## src/rtl/riscv_mmu_pkg.sv

```systemverilog
// Shared constants and types for the MMU privilege guard and its debug unlock FSM.
package riscv_mmu_pkg;

  localparam logic [1:0] PRIV_USER    = 2'd0;
  localparam logic [1:0] PRIV_SUPER   = 2'd1;
  localparam logic [1:0] PRIV_RSVD    = 2'd2;
  localparam logic [1:0] PRIV_MACHINE = 2'd3;

  typedef enum logic [1:0] {
    ST_LOCKED,
    ST_CHECK,
    ST_ACTIVE,
    ST_LOCKOUT
  } dbg_state_e;

  localparam int DEF_NUM_CH      = 2;
  localparam int DEF_KEY_W       = 32;
  localparam int DEF_MAX_FAIL    = 3;
  localparam int DEF_TIMEOUT_CYC = 1024;

  // Widths sized for the largest legal MAX_FAIL (15) and TIMEOUT_CYC (65535).
  localparam int FAIL_W = 4;
  localparam int TMR_W  = 16;

endpackage

```

## src/rtl/riscv_dbg_unlock_fsm.sv

```systemverilog
// Debug unlock FSM: one-cycle key check, bounded debug session, permanent lockout
// after MAX_FAIL consecutive wrong keys.
module riscv_dbg_unlock_fsm
  import riscv_mmu_pkg::*;
#(
  parameter int KEY_W       = DEF_KEY_W,
  parameter int MAX_FAIL    = DEF_MAX_FAIL,
  parameter int TIMEOUT_CYC = DEF_TIMEOUT_CYC
) (
  input  logic             clk_i,
  input  logic             rst_ni,
  input  logic             dbg_req_i,
  input  logic [KEY_W-1:0] dbg_key_i,
  input  logic [KEY_W-1:0] dbg_key_ref_i,
  input  logic             dbg_exit_i,
  output dbg_state_e       state_o,
  output logic             dbg_mode_o,
  output logic             dbg_lockout_o
);

  dbg_state_e        state_q, state_d;
  logic [FAIL_W-1:0] failCnt_q, failCnt_d;
  logic [TMR_W-1:0]  timer_q, timer_d;
  logic [KEY_W-1:0]  key_q, key_d;

  always_ff @(posedge clk_i or negedge rst_ni) begin
    if (!rst_ni) begin
      state_q   <= ST_LOCKED;
      failCnt_q <= '0;
      timer_q   <= '0;
      key_q     <= '0;
    end else begin
      state_q   <= state_d;
      failCnt_q <= failCnt_d;
      timer_q   <= timer_d;
      key_q     <= key_d;
    end
  end

  always_comb begin
    state_d   = state_q;
    failCnt_d = failCnt_q;
    timer_d   = timer_q;
    key_d     = key_q;
    case (state_q)
      ST_LOCKED: begin
        if (dbg_req_i) begin
          state_d = ST_CHECK;
          key_d   = dbg_key_i;
        end
      end
      ST_CHECK: begin
        if (key_q == dbg_key_ref_i) begin
          state_d   = ST_ACTIVE;
          failCnt_d = '0;
          timer_d   = TMR_W'(TIMEOUT_CYC - 1);
        end else begin
          failCnt_d = failCnt_q + FAIL_W'(1);
          state_d   = (failCnt_d == FAIL_W'(MAX_FAIL)) ? ST_LOCKOUT : ST_LOCKED;
        end
      end
      // Timer expiry and an explicit exit collapse into the same single return.
      ST_ACTIVE: begin
        if (timer_q == '0 || dbg_exit_i) begin
          state_d = ST_LOCKED;
          timer_d = '0;
        end else begin
          timer_d = timer_q - TMR_W'(1);
        end
      end
      ST_LOCKOUT: state_d = ST_LOCKOUT;
      default:    state_d = ST_LOCKED;
    endcase
  end

  assign state_o       = state_q;
  assign dbg_mode_o    = (state_q == ST_ACTIVE);
  assign dbg_lockout_o = (state_q == ST_LOCKOUT);

endmodule

```

## src/rtl/riscv_mmu_priv_guard.sv

```systemverilog
// Per-channel privilege resolution for MMU translation requests, with a key-gated
// debug override that can promote selected channels to supervisor.
module riscv_mmu_priv_guard
  import riscv_mmu_pkg::*;
#(
  parameter int                NUM_CH      = DEF_NUM_CH,
  parameter int                KEY_W       = DEF_KEY_W,
  parameter int                MAX_FAIL    = DEF_MAX_FAIL,
  parameter int                TIMEOUT_CYC = DEF_TIMEOUT_CYC,
  parameter logic [NUM_CH-1:0] DBG_CH_MASK = NUM_CH'(2)
) (
  input  logic                clk_i,
  input  logic                rst_ni,
  input  logic [NUM_CH-1:0]   req_valid_i,
  input  logic [2*NUM_CH-1:0] req_priv_i,
  output logic [NUM_CH-1:0]   req_ready_o,
  output logic [NUM_CH-1:0]   resp_valid_o,
  output logic [NUM_CH-1:0]   resp_super_o,
  output logic [NUM_CH-1:0]   resp_fault_o,
  input  logic                dbg_req_i,
  input  logic [KEY_W-1:0]    dbg_key_i,
  input  logic [KEY_W-1:0]    dbg_key_ref_i,
  input  logic                dbg_exit_i,
  output logic                dbg_mode_o,
  output logic                dbg_lockout_o
);

  dbg_state_e dbgState;

  riscv_dbg_unlock_fsm #(
    .KEY_W      (KEY_W),
    .MAX_FAIL   (MAX_FAIL),
    .TIMEOUT_CYC(TIMEOUT_CYC)
  ) u_unlock_fsm (
    .clk_i        (clk_i),
    .rst_ni       (rst_ni),
    .dbg_req_i    (dbg_req_i),
    .dbg_key_i    (dbg_key_i),
    .dbg_key_ref_i(dbg_key_ref_i),
    .dbg_exit_i   (dbg_exit_i),
    .state_o      (dbgState),
    .dbg_mode_o   (dbg_mode_o),
    .dbg_lockout_o(dbg_lockout_o)
  );

  assign req_ready_o = '1;

  for (genvar c = 0; c < NUM_CH; c++) begin : g_ch
    logic [1:0] priv;
    logic       isRsvd, dbgGrant;
    logic       valid_d, super_d, fault_d;
    logic       valid_q, super_q, fault_q;

    // The FSM state is sampled at acceptance, so a session ending this cycle still grants.
    assign priv     = req_priv_i[2*c +: 2];
    assign isRsvd   = (priv == PRIV_RSVD);
    assign dbgGrant = (dbgState == ST_ACTIVE) && DBG_CH_MASK[c];
    assign valid_d  = req_valid_i[c];
    assign fault_d  = req_valid_i[c] && isRsvd;
    assign super_d  = req_valid_i[c] && !isRsvd && ((priv == PRIV_SUPER) || dbgGrant);

    always_ff @(posedge clk_i or negedge rst_ni) begin
      if (!rst_ni) begin
        valid_q <= 1'b0;
        super_q <= 1'b0;
        fault_q <= 1'b0;
      end else begin
        valid_q <= valid_d;
        super_q <= super_d;
        fault_q <= fault_d;
      end
    end

    assign resp_valid_o[c] = valid_q;
    assign resp_super_o[c] = super_q;
    assign resp_fault_o[c] = fault_q;
  end

endmodule

```

## config.mk

```make
export PLATFORM = sky130hd
export DESIGN_NAME = riscv_mmu_priv_guard
export DESIGN_NICKNAME = d
export VERILOG_FILES = /design/src/rtl/riscv_mmu_pkg.sv /design/src/rtl/riscv_dbg_unlock_fsm.sv /design/src/rtl/riscv_mmu_priv_guard.sv
export SDC_FILE = /design/constraint.sdc
export NUM_CORES = 1
export LEC_CHECK = 0
export BUFFER_PORTS_ARGS = -buffer_cell sky130_fd_sc_hd__buf_4
export CAP_MARGIN = 20
export CORE_AREA = 2 2 83 85
export CTS_CLUSTER_SIZE = 16
export DETAILED_ROUTE_END_ITERATION = 8
export DIE_AREA = 0 0 85 87
export GPL_TIMING_DRIVEN = 0
export PLACE_DENSITY = 0.78
export RECOVER_POWER = 100
export SYNTH_ARGS = -nofsm -noshare
export SYNTH_HDL_FRONTEND = slang
export SYNTH_SLANG_ARGS = --single-unit
```

## constraint.sdc

```tcl
create_clock -name clk_i -period 3 [get_ports clk_i]
set_input_delay 0.15 -clock clk_i [delete_from_list [all_inputs] [get_ports clk_i]]
set_output_delay 0.15 -clock clk_i [all_outputs]
set_load 0.05 [all_outputs]
```

==> results.yml <==
routing:
  drtIter0Drc: 195
  dr.pass1.iters: 4
  vias: 2504
  wl_mm: 6.95
  post_drt_wl_per_cell_um: 14.8
  drc: 0
  via_per_inst: 5.33
  ant_nets: 0
global_routing:
  grt_pass1_vias: 2664
  gr-usage-met3_pct: 7.87
  grt_overflow_total: 0
  gr-usage-met1_pct: 22.4
  antenna_found_initial: 0
  grt_pass1_wl_mm: 11.8
  busiest_layer: "met2"
  grt_max_degree: 61
  gr-usage-met2_pct: 35.5
  grt_usage_pct: 20.3
placed_design:
  io_buffers: 81
  gp_congestion: 0.853
  dpl_cell_area_mm2: 0.00385
  dp_hpwl_mm: 5.11
floorplanning:
  die_w_um: 85
  fp.coreArea_mm2: 0.00657
  dieArea_mm2: 0.00740
  num_rows: 30
  dieHeight_um: 87
  boundaryPins: 84
  initial_core_util_pct: 47.8
clock_tree:
  clk_latency_ns: 0.34
  cts_tree: "done"
  cts_buffer_depth: 2
  clock-sinks: 60
  postCtsSetupRepairBufs: 0
  cts-buffers-inserted: 9
  hold_buffers: 4
  root_buffer: "clkbuf_8"
  ctsResizeCount: 0
  htree_levels: 3
  clk_pin_slew_ns: 0.07
layout:
  drive_above_1_share_pct: 33.8
  final_cell_area_mm2: 0.00408
  layout_common_cells: "buf_4, dfrtp_1, xor2_1"
  area_growth_pct: 29.8
  final_common_cell: "buf_4"
  antenna_cells: 0
  fillers: 525
  final_net_count: 462
synth:
  async_flop_share_pct: 100
  synth_ff_type: "dfrtp_1"
  yosysWarnings: 0
  ys_seq_elements: 60
  yosysUniqueCellTypes: 47
  synth_edf_count: 0
  synth.avg_cell_area_um2: 10.9
  syn_area_mm2: 0.00314
  seq_area_frac_synth_pct: 47.8
  synthCells: 287
setup_path:
  worstPathMaxFanout: 10
  r2r_start: "u_unlock_fsm.key_q[2]"
  crit_type: "flop to output port"
  cp_common_cell: "clkbuf_1"
  path_delay_family: "buffers and inverters"
  arrival_ns: 2.33
  end_kind: "output port"
  required_ns: 2.85
  critPathBufInv: 4
  setup.worst_path.start_class: "flop"
  critPathSlowestCell: "clkbuf_1"
  crit_start: "u_unlock_fsm.state_o[0]"
  slowest_delay_ns: 0.52
  cp_cell_sequence: "nand2b_1 -> clkbuf_1 -> inv_1 -> clkbuf_1 -> clkbuf_1"
timing:
  tns_ns: 0
  relSlewSlack_pct: 0.608
  hold_violations: 0
  period_share_pct: 82.5
  rsz0062_at_grt: "no"
  fin_crit_ns: 2.48
  worst_pin_slew_ns: 1.49
  slew_violations: 0
  setup_violations: 0
  skew_ns: 0.00706
  clock.fmax_mhz: 404
outcome:
  status: "complete, but fails checks"
  violations: "capacitance limit"
hold_path:
  hold_start: "dbg_key_i[10]"
  hp-class: "input port to flop"
job:
  cap_viol_max_count: 1
power_and_ir_drop:
  power.density_mw_per_mm2: 629
  power_leakage_nw: 1.87
  ir_worst_vdd_mv: 0.384
[per-layer routing]
metal  up-vias  share of wire (%)
li1       1231                  -
met1      1179                 42
met2        83                 49
met3        11                8.1
met4         0                1.5
met5         -                  0
[state kept, by name, summed over array words and instances, names as in the netlist]
| register | cells |
|---|---|
| g_ch.super_q | 2 |
| u_unlock_fsm.key_q | 32 |
| u_unlock_fsm.timer_q | 16 |
| u_unlock_fsm.failCnt_q | 4 |
| g_ch.fault_q | 2 |
| g_ch.valid_q | 2 |
| u_unlock_fsm.state_o | 2 |
[where the power goes]
group / total, mW / switching [mW] / leakage [nW] / internal [mW]
combinational: 0.631 / 0.307 / 1.05 / 0.323
clock: 0.827 / 0.339 / 0.105 / 0.488
sequential: 1.11 / 0.147 / 0.717 / 0.959
[per-stage QoR]
stage                     hold slack, ns  setup WS, ns  instances  util, %  power [mW]
after global placement             0.275         0.617        449     58.6        1.73
final                             0.0353         0.524        470     62.1        2.56
after CTS                         0.0227         0.486        469     62.7        2.59
after detailed placement           0.274         0.514        449     58.6        1.75
after global routing              0.0172         0.353        470     62.1        2.72
after floorplan                   -0.146         0.874        288        -        1.54
[worst paths after layout]
check	end	slack, ns	depth (start not counted)
max	dbg_mode_o	0.52	5
min	u_unlock_fsm.key_q[10]	0.04	2
max reg2reg	u_unlock_fsm.timer_q[3]	0.53	6
min reg2reg	u_unlock_fsm.key_q[3]	0.53	1
max in group asynchronous	u_unlock_fsm.failCnt_q[1]	1.40	2
min in group asynchronous	u_unlock_fsm.timer_q[12]	0.70	2
[synth_stat cells (2+ instances only)]
cell	instances	area [um2]
a211o_1	8	70.1
a21oi_1	3	15.0
a221o_1	2	20.0
and2_1	2	12.5
and3b_1	2	17.5
buf_4	8	60.1
clkbuf_1	6	22.5
dfrtp_1	60	1500
ha_1	3	37.5
inv_1	5	18.8
mux2_2	32	360
nand2_1	14	52.6
nand2b_1	3	18.8
nand3_1	4	20.0
nand4_1	5	31.3
nor2_1	19	71.3
nor3_1	15	75.1
nor3b_1	3	22.5
nor4_1	13	81.3
o211ai_1	3	22.5
o21ai_0	15	75.1
o311a_1	3	30.0
or2_2	2	12.5
or3_1	2	12.5
xor2_1	33	289
[area by class of cell]
type | count | area (um2) | area share [%]
inverters | 5 | 18.8 | 0.460
flip-flops and latches | 60 | 1500 | 36.8
multi-input cells | 207 | 1530 | 37.4
clock inverters | 6 | 87.6 | 2.15
clock buffers | 10 | 138 | 3.38
repair buffers | 86 | 608 | 14.9
plain buffers | 16 | 97.6 | 2.39
well taps | 80 | 100 | 2.46
[worst register-to-register path: cells and delay by family (launching register included)]
kind | cells | cell delay [ns]
flip-flops | 1 | 0.40
AND/OR/NAND/NOR | 3 | 1.19
AO/OA/AOI/OAI | 1 | 0.19
buffers and inverters | 1 | 0.46
XOR/XNOR | 1 | 0.15
[cells by family (layout without fill, tap and decap cells)]
group | count (synthesis) | after routing | synth area share [%]
other | 1 | 2 | 0.119
DFF | 60 | 60 | 47.8
AOI/OAI and AO/OA | 45 | 45 | 10.2
muxes | 32 | 32 | 11.5
and+or+nand+nor | 91 | 91 | 15.9
adders and majority gates | 3 | 3 | 1.20
buffers and inverters | 21 | 123 | 3.74
xor gates and xnor gates | 34 | 34 | 9.48
(Power assumes the default switching activity.)
